<file path="config.mk">
export PLATFORM = sky130hd
export DESIGN_NAME = sram_mem_controller_flat
export DESIGN_NICKNAME = d
export VERILOG_FILES = /design/src/rtl/sram_mem_controller_if.sv /design/src/rtl/sram_mem_controller.sv /design/src/flat_wrapper.sv
export SDC_FILE = /design/constraint.sdc
export NUM_CORES = 1
export LEC_CHECK = 0
export BUFFER_PORTS_ARGS = -buffer_cell sky130_fd_sc_hd__buf_2
export CAP_MARGIN = 20
export CELL_PAD_IN_SITES_DETAIL_PLACEMENT = 1
export CELL_PAD_IN_SITES_GLOBAL_PLACEMENT = 1
export CORE_MARGIN = 4
export CORE_UTILIZATION = 30
export DETAILED_ROUTE_END_ITERATION = 16
export HOLD_SLACK_MARGIN = 0.05
export PLACE_DENSITY_LB_ADDON = 0.1
export SYNTH_ARGS = -nofsm -noshare
export SYNTH_HDL_FRONTEND = slang
export SYNTH_SLANG_ARGS = --single-unit
</file>
<file path="constraint.sdc">
create_clock -name clk -period 2.5 [get_ports clk]
set_input_delay 0.375 -clock clk [delete_from_list [all_inputs] [get_ports clk]]
set_output_delay 0.375 -clock clk [all_outputs]
set_load 0.1 [all_outputs]
</file>
<file path="src/rtl/sram_mem_controller_if.sv">
// sram_mem_controller_if: pipeline request/response plus SRAM half-word bus
interface sram_mem_controller_if;
    logic        rd_en;
    logic        wr_en;
    logic [31:0] address;
    logic [31:0] write_data;
    logic [31:0] read_data;
    logic        ready;
    logic [17:0] sram_addr;
    logic [15:0] sram_dq_out;
    logic [15:0] sram_dq_in;
    logic        sram_dq_oe;
    logic        sram_we_n;

    modport master (
        output rd_en, wr_en, address, write_data, sram_dq_in,
        input  read_data, ready, sram_addr, sram_dq_out, sram_dq_oe, sram_we_n
    );

    modport slave (
        input  rd_en, wr_en, address, write_data, sram_dq_in,
        output read_data, ready, sram_addr, sram_dq_out, sram_dq_oe, sram_we_n
    );
endinterface

</file>
<file path="src/rtl/sram_mem_controller.sv">
// sram_mem_controller: splits each 32-bit MEM-stage access into two wait-stated 16-bit SRAM accesses
module sram_mem_controller #(
    parameter int WAIT_CYCLES = 5,
    parameter int BASE_ADDR   = 1024
) (
    input logic                  clk,
    input logic                  rst,
    sram_mem_controller_if.slave bus
);
    typedef enum logic [1:0] {IDLE, LOW, HIGH, DONE} state_t;

    localparam logic [3:0] LAST = 4'(WAIT_CYCLES - 1);

    state_t      state_q;
    logic [3:0]  cnt_q;
    logic        wr_q;
    logic [16:0] w_q;
    logic [15:0] wdata_hi_q;
    logic [15:0] low_q;
    logic [31:0] read_data_q;
    logic [17:0] sram_addr_q;
    logic [15:0] dq_out_q;
    logic        oe_q;
    logic        we_n_q;
    logic        req;
    logic [16:0] w;

    assign req = bus.rd_en | bus.wr_en;
    assign w   = 17'((bus.address - 32'(BASE_ADDR)) >> 2);

    assign bus.ready       = (state_q == IDLE && !req) || state_q == DONE;
    assign bus.read_data   = read_data_q;
    assign bus.sram_addr   = sram_addr_q;
    assign bus.sram_dq_out = dq_out_q;
    assign bus.sram_dq_oe  = oe_q;
    assign bus.sram_we_n   = we_n_q;

    // Access sequencer; strobes are registered so they line up with the state they belong to
    always_ff @(posedge clk or negedge rst) begin
        if (!rst) begin
            state_q     <= IDLE;
            cnt_q       <= '0;
            wr_q        <= 1'b0;
            w_q         <= '0;
            wdata_hi_q  <= '0;
            low_q       <= '0;
            read_data_q <= '0;
            sram_addr_q <= '0;
            dq_out_q    <= '0;
            oe_q        <= 1'b0;
            we_n_q      <= 1'b1;
        end else begin
            case (state_q)
                IDLE: if (req) begin
                    state_q     <= LOW;
                    cnt_q       <= '0;
                    wr_q        <= bus.wr_en;
                    w_q         <= w;
                    wdata_hi_q  <= bus.write_data[31:16];
                    sram_addr_q <= {w, 1'b0};
                    dq_out_q    <= bus.write_data[15:0];
                    oe_q        <= bus.wr_en;
                    we_n_q      <= !bus.wr_en;
                end
                LOW, HIGH: if (cnt_q == LAST) begin
                    cnt_q <= '0;
                    if (state_q == LOW) begin
                        state_q     <= HIGH;
                        sram_addr_q <= {w_q, 1'b1};
                        dq_out_q    <= wdata_hi_q;
                        if (!wr_q) low_q <= bus.sram_dq_in;
                    end else begin
                        state_q <= DONE;
                        oe_q    <= 1'b0;
                        we_n_q  <= 1'b1;
                        if (!wr_q) read_data_q <= {bus.sram_dq_in, low_q};
                    end
                end else begin
                    cnt_q <= cnt_q + 4'd1;
                end
                default: state_q <= IDLE;
            endcase
        end
    end
endmodule

</file>
<file path="src/flat_wrapper.sv">
// flat-port wrapper written by rule: the top's interface ports become plain ports
module sram_mem_controller_flat 
#(
    parameter int WAIT_CYCLES = 5,
    parameter int BASE_ADDR   = 1024
)
  (clk, rst, bus_rd_en, bus_wr_en, bus_address, bus_write_data, bus_sram_dq_in, bus_read_data, bus_ready, bus_sram_addr, bus_sram_dq_out, bus_sram_dq_oe, bus_sram_we_n);
  sram_mem_controller_if bus_i ();
  input logic clk;
  input logic rst;
  input wire logic [$bits(bus_i.rd_en)-1:0] bus_rd_en;
  input wire logic [$bits(bus_i.wr_en)-1:0] bus_wr_en;
  input wire logic [$bits(bus_i.address)-1:0] bus_address;
  input wire logic [$bits(bus_i.write_data)-1:0] bus_write_data;
  input wire logic [$bits(bus_i.sram_dq_in)-1:0] bus_sram_dq_in;
  output wire logic [$bits(bus_i.read_data)-1:0] bus_read_data;
  output wire logic [$bits(bus_i.ready)-1:0] bus_ready;
  output wire logic [$bits(bus_i.sram_addr)-1:0] bus_sram_addr;
  output wire logic [$bits(bus_i.sram_dq_out)-1:0] bus_sram_dq_out;
  output wire logic [$bits(bus_i.sram_dq_oe)-1:0] bus_sram_dq_oe;
  output wire logic [$bits(bus_i.sram_we_n)-1:0] bus_sram_we_n;
  assign bus_i.rd_en = bus_rd_en;
  assign bus_i.wr_en = bus_wr_en;
  assign bus_i.address = bus_address;
  assign bus_i.write_data = bus_write_data;
  assign bus_i.sram_dq_in = bus_sram_dq_in;
  assign bus_read_data = bus_i.read_data;
  assign bus_ready = bus_i.ready;
  assign bus_sram_addr = bus_i.sram_addr;
  assign bus_sram_dq_out = bus_i.sram_dq_out;
  assign bus_sram_dq_oe = bus_i.sram_dq_oe;
  assign bus_sram_we_n = bus_i.sram_we_n;
  sram_mem_controller #(.WAIT_CYCLES(WAIT_CYCLES), .BASE_ADDR(BASE_ADDR)) u_core (.clk(clk), .rst(rst), .bus(bus_i));
endmodule
</file>
==> results of run 1 <==
[logic make-up (layout without fill, tap and decap cells)]
kind of cell    after synthesis  count (layout)  synth area share
xor+xnor                      7               7            0.0117
flops                       124             124             0.590
compound gates               60              60            0.0678
mux                          98              98             0.206
buf+inv                      27             190            0.0247
simple gates                 84              84            0.0787
fa+ha+maj                     9               9            0.0214
[critical path, stage by stage, from the launching register on]
cell and delay (ns):
dfrtp_1 0.42, inv_1 0.15, ha_2 0.26, nor3b_4 0.30
or2_2 0.19, buf_12 0.17
[timing repair]
item,4_1_cts,5_1_grt
hold buffers,1,0
buffers inserted,0,4
endpoints found under the setup margin,0,1
hold endpoints to repair,26,0
[metrics by stage]
stage,utilization,cell area (um2),cells,setup WS (ns),hold WS (ns)
3_5_place_dp,0.364,6280,760,0.371,0.341
2_1_floorplan,-,5260,409,0.538,0.0794
6_report,0.402,6920,797,0.222,0.196
5_1_grt,0.402,6920,797,0.0933,0.174
4_1_cts,0.399,6870,792,0.0485,0.179
3_3_place_gp,0.364,6280,760,0.404,0.332
[Yosys cell counts, types with 5 or more instances]
library cell / number
o21ai_0: 34
inv_1: 7
nand2_1: 52
clkbuf_1: 8
o21ai_1: 10
ha_1: 9
o211ai_1: 5
mux2_2: 70
xnor2_1: 5
mux2i_1: 24
nor2_1: 8
dfrtp_1: 123
buf_2: 8
nand3_1: 8
[cell type report]
cell class	instances	area (um2)
fill	1881	10300
sequential	124	3100
multi-input combinational	258	2050
timing repair buffer	152	881
clock buffer	18	439
tap	225	282
clock inverter	13	141
inverter	7	26.3
[final timing paths]
check	to	slack (ns)
max in group asynchronous	u_core.bus.sram_we_n	1.37
hold reg to reg	u_core.bus.sram_addr[4]	0.48
setup reg to reg	u_core.bus.read_data[27]	0.39
hold / removal	u_core.wdata_hi_q[3]	0.20
min in group asynchronous	u_core.low_q[1]	0.45
setup / recovery	bus_ready	0.22
[state kept, by name, summed over array words and instances, names as in the netlist]
| name | flops |
|---|---|
| u_core.bus.read_data | 32 |
| u_core.bus.sram_addr | 18 |
| u_core.bus.sram_dq_oe | 1 |
| u_core.bus.sram_dq_out | 16 |
| u_core.bus.sram_we_n | 1 |
| u_core.cnt_q | 4 |
| u_core.low_q | 16 |
| u_core.state_q | 2 |
| u_core.w_q | 17 |
| u_core.wdata_hi_q | 16 |
| u_core.wr_q | 1 |
[layer usage]
layer  GRT usage  up-vias
li1            -     1729
met1       0.159     1803
met2       0.227       97
met3      0.0536       18
met4      0.0474        4
met5           0        -
==> summary.md, run 1 <==
| Metric | Value |
|---|---|
| Most common cell after layout, fill and taps aside | `buf_2` |
| Vias in the first global route | `3996` |
| CTS clk-pin slew, worst paths | `roughly 0.06 ns` |
| Hold WC Path Type | `input port to flop` |
| First-pass GRT wire length | `21100 um` |
| Drt pass-1 iters | `4` |
| Resized Gates After CTS | `0` |
| Crit end category | `primary output` |
| Total Routed Length | `12700 um` |
| # IOs | `about 150` |
| Die footprint | `~20000 um2` |
| F_max | `0.439 GHz` |
| Hpwl dp | `8830 um` |
| Post-synth top flop | `dfrtp_1` |
| Row cnt | `48` |
| Area of the mapped netlist | `roughly 5300 um2` |
| Final Critical Period | `between 2 and 2.5 ns` |
| Placer Congestion | `0.718` |
| Core ar. | `17200 um2` |
| Final setup vio count | `0` |
| Met3 Wirelength | `974 um` |
| Yosys warning count | `0` |
| Global route total overflow | `0` |
| Post-route ant nets | `0` |
| Most frequent cells in the layout | `buf_2, dfrtp_1, mux2_2, nand2_1, o21ai_0` |
| Hold Fails Final Rpt | `0` |
| Drt first-iter violations | `64` |
| Max Slew Vio Count | `0` |
| Starting Density | `0.305` |
| Worst Clk Skew | `0.00626 ns` |
| Mapped Nets | `502` |
| Register-to-Register Path Depth | `6` |
| Worst skew pair latency | `approximately 0.4 ns` |
| Hold path depth | `2` |
| Setup TNS | `0 ns` |
| Top post-synthesis cells by area | `dfrtp_1, mux2_2, mux2i_1` |
| Htree depth | `4` |
| Detailed-route via count | `about 3700` |
| CTS Sinks | `roughly 120` |
| Post-Synthesis Cells | `409` |
| Root buffer cell | `clkbuf_16` |
| Clock Path Buffers | `2` |
| Routed met1 length | `5360 um` |
| Layout cell share with drive strength beyond 1 | `0.470` |
| Syn avg cell area | `12.9 um2` |
| Synth top area share | `0.585` |
| Actual slew at the worst max-slew pin | `around 0.52 ns` |
| Worst Path Max Fanout | `5` |
| CTS tree | `built` |
| TritonCTS Buffers | `17` |
| Die Ht | `140 um` |
| WL met2 | `between 6000 and 7000 um` |
| Ant diodes | `0` |
| Source of the worst hold timing path | `bus_write_data[19]` |
| Worst R2R Start | `u_core.state_q[0]` |
| Port Buffers | `137` |
| Final worst path period share | `0.911` |
| Growth of design area from synthesis to finish | `31.6%` |
| Die span in x | `around 140 um` |
| Top Layer Used | `met5` |
| Sequential fraction of the synthesis area | `0.590` |
| Number of synthesized flops with an enable pin | `0` |
| Arrival time worst endpoint | `1.90 ns` |
| Register bit count reported by yosys | `124` |
| Routed len/inst | `16.0 um` |
| WS Path Type | `flop to primary output` |
| Crit start category | `flop` |
| Antenna violations before repair | `2` |
| Number of distinct library cells after synthesis | `43` |
| Status | `complete, no violations` |
| Synth async-reset ratio | `1.00` |
| Largest net degree at the start of global routing | `60` |
| Layout Nets | `653` |
| Synth area leader | `dfrtp_1` |
| CP required | `2.12 ns` |
| GRT Total Usage | `0.136` |
| MaxCap Viol Count | `0` |
| RSZ-0062 raised after global routing | `no` |
| Vias per std cell | `4.58` |
| Worst slew margin | `0.658` |
| Setup crit start | `u_core.state_q[1]` |
| DRC Markers | `0` |
Power of run 1 is not shown: default switching activity piles up to over one toggle a cycle in this logic, so the estimate is an artifact.
==> inputs of run 2 (changes only) <==
Settings changed: ABC_AREA set to 1.
==> run 2 against run 1 <==
Non-clock buffer count decreased by 6. Sequential share of layout area increased by 0.56 points. Critical path type unchanged. Routed wire length increased by 17%. Utilization decreased by 1.0 points. Register-to-register slack got worse by 0.06 ns. Cell count increased by 22%. Synthesized cell count increased by 47%. Worst setup slack got worse by 0.067 ns. Maximum frequency decreased by 2.9%. Clock skew increased by 0.0022 ns.
==> summary.md, run 2 <==
| Metric | Value |
|---|---|
| Status | `complete, no violations` |
| Port Buffers | `137` |
| MaxCap Viol Count | `0` |
| Buf/Inv on CP | `3` |
| Final setup vio count | `0` |
| Most frequent cells after synthesis | `nand2_1, dfrtp_1, o21ai_0` |
| Row cnt | `48` |
| Actual slew at the worst max-slew pin | `between 0.6 and 0.7 ns` |
| Total Routed Length | `approximately 15000 um` |
| Top-count cell post-synth | `nand2_1` |
| Die footprint | `approximately 20000 um2` |
| Sequential fraction of the synthesis area | `0.575` |
| Setup TNS | `0 ns` |
| Arrival time worst endpoint | `between 1.5 and 2 ns` |
| Core ar. | `17500 um2` |
| Final Critical Period | `2.34 ns` |
| Number of distinct library cells after synthesis | `28` |
| Vias in the first global route | `approximately 4800` |
| DRC Markers | `0` |
| Fillers | `2107` |
| F_max | `0.426 GHz` |
| Worst skew pair latency | `~0.42 ns` |
| GRT busiest layer | `met2` |
| Post-synth top flop | `dfrtp_1` |
| Crit start category | `flop` |
| # IOs | `about 150` |
| Global route total overflow | `0` |
| Hold WC Path Type | `input port to flop` |
| Register area | `3110 um2` |
| Synth async-reset ratio | `1.00` |
| Met3 usage | `0.0571` |
| Placer Congestion | `~0.75` |
| Detailed-route via count | `4481` |
| Critical path's most frequent cell | `inv_1` |
| Root buffer cell | `clkbuf_16` |
| Worst Hold Slack | `0.150 ns` |
| Vias per std cell | `4.59` |
| Number of synthesized flops with an enable pin | `0` |
| Yosys warning count | `0` |
| Antenna violations before repair | `4` |
| Starting Density | `0.309` |
| Worst slew margin | `0.538` |
| RSZ-0062 raised after global routing | `no` |
| Setup WS pre-CTS | `0.150 ns` |
| Largest delay contributor family on the critical path | `simple AND/OR/NAND/NOR gates` |
| CTS clk-pin slew, worst paths | `approximately 0.060 ns` |
| Number of flip-flops in the largest register | `32` |
| Largest net degree at the start of global routing | `64` |
| Routed len/inst | `15.3 um` |
| Worst Path Max Fanout | `6` |
| Final WS setup | `0.155 ns` |
| Growth of design area from synthesis to finish | `26.8%` |
| M2 GR Usage | `0.253` |
| Die Ht | `about 140 um` |
| Post-route ant nets | `0` |
| Mapped Nets | `693` |
| Clock Path Buffers | `2` |
| GRT Total Usage | `0.153` |
| Hpwl dp | `about 10000 um` |
| Area of the mapped netlist | `roughly 5400 um2` |
| Top post-synthesis cells by area | `dfrtp_1, nand2_1, o21ai_0` |
| Final worst path period share | `0.938` |
| WS Path Type | `flop to primary output` |
| First-pass GRT wire length | `24400 um` |
| Critical path's slowest cell | `dfrtp_1` |
| Most frequent cells in the layout | `nand2_1, buf_2, dfrtp_1, o21ai_0, inv_1` |
| Drt first-iter violations | `172` |
| Synth area leader | `dfrtp_1` |
| Slowest stage delay, CP | `0.41 ns` |
| Setup Fix Bufs, Post-CTS | `0` |
| Worst Clk Skew | `0.00843 ns` |
| TritonCTS Buffers | `17` |
| Drt pass-1 iters | `4` |
| Multi-input logic area | `1980 um2` |
| CTS tree | `built` |
| Layout cell share with drive strength beyond 1 | `0.249` |
| CP required | `2.12 ns` |
| Crit end category | `primary output` |
| Max Slew Vio Count | `0` |
| Syn avg cell area | `8.99 um2` |
| Register bit count reported by yosys | `about 120` |
| CTS Sinks | `between 100 and 150` |
| Layout Nets | `831` |
| Met1 usage | `0.186` |
| Synth top area share | `0.571` |
| Post-Synthesis Cells | `600` |
| Most common cell after layout, fill and taps aside | `nand2_1` |
| Htree depth | `4` |
| Die span in x | `142 um` |
| Hold Fails Final Rpt | `0` |
| Crit path cell chain | `inv_1, ha_2, nand3_1, inv_1, or2_2, clkbuf_4` |
-- run 2: cells by family (layout without fill, tap and decap cells) --
| kind of cell | after synthesis | in the layout | share of synthesized area |
|---|---|---|---|
| AND/OR/NAND/NOR | 286 | 286 | 0.219 |
| flip-flops | 124 | 124 | 0.575 |
| AO/OA/AOI/OAI | 87 | 87 | 0.0844 |
| buffers and inverters | 71 | 221 | 0.0582 |
| multiplexers | 21 | 21 | 0.0390 |
| adder cells (fa/ha/maj) | 9 | 9 | 0.0209 |
| XOR/XNOR | 2 | 2 | 0.00325 |
| other | 0 | 1 | 0 |
-- run 2: path summary, 6_finish.rpt --
path	from	endpoint	slack [ns]	cells after the start
worst max-delay path	u_core.state_q[1]	bus_ready	0.16	6
min in group asynchronous	rst	u_core.cnt_q[0]	0.48	2
worst max register to register	u_core.state_q[1]	u_core.low_q[8]	0.33	9
worst min register to register	u_core.bus.read_data[6]	u_core.bus.read_data[6]	0.47	2
max in group asynchronous	rst	u_core.bus.sram_addr[4]	1.22	3
worst min-delay path	bus_write_data[20]	u_core.wdata_hi_q[4]	0.15	3
-- run 2: routing by layer --
layer / wire length, um / vias up
li1: - / 2200
met1: 6580 / 2155
met2: 7110 / 98
met3: 986 / 22
met4: 204 / 6
met5: 40 / -
-- run 2: layout make-up --
class | count | area share
Sequential cell | 124 | 0.454
Multi-Input combinational cell | 405 | 0.290
Timing Repair Buffer | 146 | 0.113
Clock buffer | 22 | 0.0664
Tap cell | 225 | 0.0412
Inverter | 44 | 0.0241
Clock inverter | 9 | 0.0106
Antenna cell | 1 | 0.000366
-- run 2: worst reg2reg max path, stage by stage (launching register included) --
cell	delay, ns
dfrtp_1	0.41
inv_1	0.11
ha_2	0.47
inv_2	0.15
nor2_8	0.15
buf_4	0.24
nand3b_2	0.09
buf_4	0.24
nand2_1	0.12
o21ai_1	0.07
-- run 2: through the flow --
stage                      util  std cells  area [um2]
after CTS                 0.391        975        6830
after global placement    0.360        943        6290
final                     0.391        976        6840
after detailed placement  0.360        943        6290
after floorplan               -        600        5400
after global routing      0.391        976        6840
-- run 2: repair_timing --
action	in CTS	in global routing
endpoints found under the setup margin	0	11
hold endpoints to repair	35	0
hold buffers	1	0
resized for setup	0	3
Power of run 2 is left out for the same reason.
